File: config.mk
export PLATFORM = sky130hd
export DESIGN_NAME = if_fetch_queue
export DESIGN_NICKNAME = d
export VERILOG_FILES = /design/src/rtl/if_fetch_queue.sv
export SDC_FILE = /design/constraint.sdc
export NUM_CORES = 1
export LEC_CHECK = 0
export ABC_AREA = 1
export BUFFER_PORTS_ARGS = -buffer_cell sky130_fd_sc_hd__buf_4
export CAP_MARGIN = 10
export CORE_MARGIN = 2
export CORE_UTILIZATION = 55
export DETAILED_ROUTE_END_ITERATION = 7
export PLACE_DENSITY = 0.86
export SYNTH_ARGS = -nofsm -noshare
export SYNTH_HDL_FRONTEND = slang
export SYNTH_SLANG_ARGS = --single-unit
File: constraint.sdc
create_clock -name clk -period 6.4 [get_ports clk]
set_input_delay 0.32 -clock clk [delete_from_list [all_inputs] [get_ports clk]]
set_output_delay 0.32 -clock clk [all_outputs]
set_load 0.1 [all_outputs]
File: src/rtl/if_fetch_queue.sv
// Instruction-fetch front end: owns the PC, drives the instruction ROM and
// buffers fetched {pc, inst} pairs in a small FIFO that feeds decode.
// A branch redirect flushes the queue and restarts fetch at the target.
module if_fetch_queue #(
  parameter int          DEPTH    = 2,
  parameter logic [31:0] RESET_PC = 32'h0000_0000
) (
  input  logic        clk,
  input  logic        rst,
  input  logic        stall_i,
  input  logic        br_taken_i,
  input  logic [31:0] br_target_i,
  output logic        rom_ce_o,
  output logic [31:0] rom_addr_o,
  input  logic [31:0] rom_inst_i,
  output logic        id_valid_o,
  output logic [31:0] id_pc_o,
  output logic [31:0] id_inst_o
);

  localparam int AW = (DEPTH > 1) ? $clog2(DEPTH) : 1;
  localparam logic [AW:0] C_FULL = (AW+1)'(DEPTH);

  logic [31:0]   r_pc;
  logic [31:0]   r_pc_mem   [DEPTH];
  logic [31:0]   r_inst_mem [DEPTH];
  logic [AW-1:0] r_wr_ptr;
  logic [AW-1:0] r_rd_ptr;
  logic [AW:0]   r_count;

  logic w_full;
  logic w_empty;
  logic w_push;
  logic w_pop;

  assign w_full  = (r_count == C_FULL);
  assign w_empty = (r_count == '0);

  // Fetch enable depends only on queue state and redirect, never on stall,
  // so there is no combinational path from decode back to the ROM.
  assign rom_ce_o   = !rst && !w_full && !br_taken_i;
  assign rom_addr_o = r_pc;
  assign w_push     = rom_ce_o;
  assign w_pop      = !w_empty && !stall_i && !br_taken_i;

  assign id_valid_o = !w_empty;
  assign id_pc_o    = w_empty ? 32'd0 : r_pc_mem[r_rd_ptr];
  assign id_inst_o  = w_empty ? 32'd0 : r_inst_mem[r_rd_ptr];

  // PC, pointers and occupancy; a redirect overrides push, pop and stall.
  always_ff @(posedge clk or posedge rst) begin
    if (rst) begin
      r_pc     <= RESET_PC;
      r_wr_ptr <= '0;
      r_rd_ptr <= '0;
      r_count  <= '0;
    end else if (br_taken_i) begin
      r_pc     <= {br_target_i[31:2], 2'b00};
      r_wr_ptr <= '0;
      r_rd_ptr <= '0;
      r_count  <= '0;
    end else begin
      if (w_push) begin
        r_pc     <= r_pc + 32'd4;
        r_wr_ptr <= r_wr_ptr + AW'(1);
      end
      if (w_pop) begin
        r_rd_ptr <= r_rd_ptr + AW'(1);
      end
      r_count <= r_count + (AW+1)'(w_push) - (AW+1)'(w_pop);
    end
  end

  // Queue storage; contents after a flush are stale but never presented.
  always_ff @(posedge clk or posedge rst) begin
    if (rst) begin
      for (int i = 0; i < DEPTH; i++) begin
        r_pc_mem[i]   <= 32'd0;
        r_inst_mem[i] <= 32'd0;
      end
    end else if (w_push) begin
      r_pc_mem[r_wr_ptr]   <= r_pc;
      r_inst_mem[r_wr_ptr] <= rom_inst_i;
    end
  end

endmodule

# [Word-level counts from Yosys, hierarchy flattened]
# Cells that the tools add are included.
[totals] out_inout_bits=98 ff_bits=164 inputBits=68
[classes] n_reduce_logical=13 n_mux=19 n_eq_ne=1 bitwise=2 add_sub_neg=5 order_cmp=3
[op_table] operator="$mux 32" count=11
[op_table] operator="$bwmux 64" count=2
[op_table] operator="$add 32x3->32 const B" count=1
[op_table] operator="$demux 32 s1" count=1
[op_table] operator="$logic_and 1x1->1" count=5
[op_table] operator="$logic_not 1->1" count=5
[op_table] operator="$ge 2x2->1 const B" count=2
[op_table] operator="$mux 1" count=4
[op_table] operator="$not 1->2" count=2
[op_table] operator="$reduce_bool 2->1" count=2
[op_table] operator="$add 1x1->1 const B" count=2
[op_table] operator="$add 2x1->2" count=1
[op_table] operator="$eq 2x2->1 const B" count=1
[op_table] operator="$logic_not 2->1" count=1
[op_table] operator="$lt 2x1->1 const B" count=1
[op_table] operator="$mux 2" count=1
[op_table] operator="$sub 2x1->2" count=1

# [Logic depth before layout (Yosys ltp)]
[logic_depth] word_depth=7 mapped_depth=10 depth_no_buf=10

# [Worst setup path before layout]
# OpenSTA, ideal clock, no wires.
[synth_path] path_kind="input -> register" startpoint="input port rst" endpoint="register r_count[1]" t_required_ns=6.269 path_stages=7 path_buffers=1 path_slack_ns=1.070 arrival_ns=5.198 cell_sequence="inv_1 nand2_4 nor2_8 buf_2 ha_1 xor2_1 nor2_1"
[synth_via] elab_chain_cells=6
[synth_lines] element="from (decl)" line="9" rtl="input logic rst,"
[synth_lines] element="$logic_not 1->1 (no source line)"
[synth_lines] element="$logic_and 1x1->1 (2 in series)" line="41" rtl="assign rom_ce_o = !rst && !w_full && !br_taken_i;"
[synth_lines] element="net rom_ce_o" line="13" rtl="output logic rom_ce_o,"
[synth_lines] element="$add 2x1->2" line="70" rtl="r_count <= r_count + (AW+1)'(w_push) - (AW+1)'(w_pop);"
[synth_lines] element="$sub 2x1->2" line="70"
[synth_lines] element="$mux 2" line="57" rtl="end else if (br_taken_i) begin"
[synth_lines] element="to (signal assigned)" line="70"
[synth_lines] element="to (decl)" line="29" rtl="logic [AW:0] r_count;"
# The timed path passes the listed nets, and every way through them passes these cells.
# A chain may end at the register's enable or synchronous reset.

# [Worst setup path in the final report]
[layout_path] startpoint="register r_rd_ptr" endpoint="output port id_pc_o[16]"
[layout_via] elab_chain_cells=5
[layout_lines] element="from (decl)" line="28" rtl="logic [AW-1:0] r_rd_ptr;"
[layout_lines] element="from (signal assigned)" line="68" rtl="r_rd_ptr <= r_rd_ptr + AW'(1);"
[layout_lines] element="$not 1->2 (not written as such)" line="47" rtl="assign id_pc_o = w_empty ? 32'd0 : r_pc_mem[r_rd_ptr];"
[layout_lines] element="$mux 32 (not written as such) (3 in series)" line="47"
[layout_lines] element="$mux 32" line="47"
[layout_lines] element="to (decl)" line="17" rtl="output logic [31:0] id_pc_o,"
# No other way between the ends. The select of a mux whose other input is x is not followed.

==> flow_summary.yaml <==
run_status:
  status: "complete, no violations"
worst_setup_path:
  path_class: "register to output port"
  start_kind: "register"
  crit_path_end_kind: "output port"
  cp.arrival_ps: 2830
  crit_fanout: 63
  worstPathRequired_ps: 6080
clock_tree:
  ctsHoldBuffers: 0
  cts_sinks: 158
  cts_resized: 0
  post_cts_buffers: 0
  cts_tree: "built"
  cts_buffers: 17
  clockBufferDepth: 2
  htree_levels: 4
  clock_latency_ps: 420
  cts_root_buffer: "clkbuf_16"
  clkSlewWorstSetupHoldPaths_ps: 60
grt:
  globalRouteTotalUtil_pct: 26.8
  grt_pass1_wl_um: 31500
  grt_max_degree: 85
  grt.overflow.total: 0
  grt_pass1_vias: 6518
  antenna_found_initial: 0
timing:
  final.period_utilization_pct: 49.2
  post-route-min-period_ps: 3150
  skew_ps: 8.19
  slew_headroom_pct: 32.5
  worstMarginPinSlew_ps: 1010
  finalSetupTns_ps: 0
  max_freq_mhz: 318
  hold_violations: 0
  setup_slack_ps: 3250
  rsz0062_at_grt: "false"
  finalSetupViolCount: 0
  slew_viol_final: 0
floorplanning:
  ios: 166
  chipWidth_um: 123
  dieArea_mm2: 0.0152
  die_h_um: 123
  start_util_pct: 56.4
  fp.coreArea_mm2: 0.0139
  rows: 43
placement:
  dp_slack_ps: 3600
  hpwl_um: 13300
  io_buffers: 159
  place_congestion: 0.914
drt:
  first_iter_violations: 803
  firstDrtPassIters: 7
  detail_route.wl_per_cell_um: 15.0
  drc_errors: 0
  num_vias: 7212
  drt-total-wl_um: 20100
  ant_nets: 0
  vias_per_cell: 5.40
finish:
  final-seq-area_mm2: 0.00396
  nets: 1214
  syn2layout_area_growth_pct: 22.5
  drive_above_1_share_pct: 19.0
  final_cell_mix: "367 x nand2_1, 165 x buf_4, 157 x dfrtp_1"
  num_antenna_cells: 0
  final_common_cell: "nand2_1"
  multi_input_area_mm2: 0.00326
  fillCellCount: 1169
synth:
  ys_seq_elements: 158
  yosysSeqAreaShare_pct: 50.5
  mappedNetlistArea_mm2: 0.00783
  synthCells: 1013
  postSynthAreaPerCell_um2: 7.73
  synth_cell_type_count: 32
  ys_warn_count: 0
pwr:
  powerDensity_mw_per_mm2: 457
  vdd.ir_drop.worst_mv: 0.205
  p_leak_nw: 4.76
  power.total_mw: 4.39
hold_path:
  hp-class: "input pin to async pin"
job:
  drv_cap: 0
-- cell families (layout without fill, tap and decap cells) --
family          Yosys count  count (layout)  share of synthesized area (%)
compound gates          219             219                           14.4
xor+xnor                  9               9                           1.01
fa+ha+maj                 3               3                          0.480
buf+inv                 144             284                           8.15
flops                   158             158                           50.5
other cells               1               4                         0.0479
simple gates            479             479                           25.4
-- cell usage after synthesis --
cell,n,area share [%]
nand2_2,3,0.24
nor3_1,3,0.19
dfrtp_1,158,51
a31oi_1,2,0.16
nand2_1,367,18
nor2_2,5,0.40
and2_1,3,0.24
buf_2,10,0.64
nand2_4,3,0.43
a21oi_1,66,4.2
conb_1,1,0.048
nor2_1,41,2.0
o211ai_1,3,0.29
nor2_4,4,0.58
o21bai_1,4,0.38
xor2_1,8,0.90
buf_4,4,0.38
nand3_1,38,2.4
buf_6,9,1.3
xnor2_1,1,0.11
nor2_8,2,0.51
o21ai_2,2,0.22
nor3b_1,2,0.19
o21ai_1,111,7.1
ha_1,3,0.48
inv_1,84,4.0
nand4_1,8,0.64
clkbuf_1,34,1.6
inv_4,1,0.080
o311ai_0,1,0.11
o21ai_0,30,1.9
inv_2,2,0.096
-- report_power, final --
part           leakage (nW)  internal (mW)  total, mW  switching [mW]
sequential             1.97           1.34       1.55           0.213
combinational          2.51          0.431       1.87            1.44
clock                 0.275          0.575      0.966           0.390
-- state kept, by name, indices dropped and copies added, names as in the netlist --
| register | flops |
|---|---|
| rom_addr_o | 30 |
| r_pc_mem | 60 |
| r_count | 2 |
| r_inst_mem | 64 |
| r_rd_ptr | 1 |
| r_wr_ptr | 1 |
-- path summary, 6_finish.rpt --
kind                            startpoint              to  slack (ps)  cells after the start
max reg2reg                     r_count[1]      r_count[1]        3800                     10
min                                    rst    r_pc_mem[30]           4                      2
max                               r_rd_ptr     id_pc_o[16]        3250                      6
min reg2reg                   r_pc_mem[20]    r_pc_mem[20]         480                      2
min in group clk           br_target_i[10]  rom_addr_o[10]         110                      3
max in group asynchronous              rst  rom_addr_o[26]        4850                      3
-- worst max-delay path, cell delays in order, from the launching register on --
cell,delay (ps)
dfrtp_2,380
buf_4,340
inv_2,400
buf_4,500
nand2_1,130
a21oi_1,270
buf_4,350
-- per-layer routing --
layer | part of all wire, % | wire, um | up-vias | global-route usage, %
met5 | 0 | 0 | - | 0
met4 | 2.4 | 479 | 0 | 9.87
met3 | 7.0 | 1400 | 34 | 5.21
met2 | 48 | 9530 | 276 | 42.7
met1 | 43 | 8650 | 3404 | 36.7
li1 | - | - | 3498 | -
-- through the flow --
| stage | cells | instance area (um2) | hold slack (ps) | util [%] |
|---|---|---|---|---|
| 2_1_floorplan | 1016 | 7840 | 441 | - |
| 3_5_place_dp | 1304 | 9010 | 470 | 64.9 |
| 3_3_place_gp | 1304 | 9010 | 467 | 64.9 |
| 4_1_cts | 1336 | 9590 | 39.8 | 69.1 |
| 5_1_grt | 1336 | 9590 | 85.0 | 69.1 |
| 6_report | 1336 | 9590 | 3.88 | 69.1 |
-- layout make-up --
cell class | count | share of cell area, %
clock buffer | 23 | 5.09
sequential | 158 | 41.3
timing repair buffer | 165 | 12.9
tap | 180 | 2.35
inverter | 87 | 3.48
clock inverter | 9 | 0.887
multi-input combinational | 714 | 34.0
No activity file was read; power rests on OpenSTA's default activity.
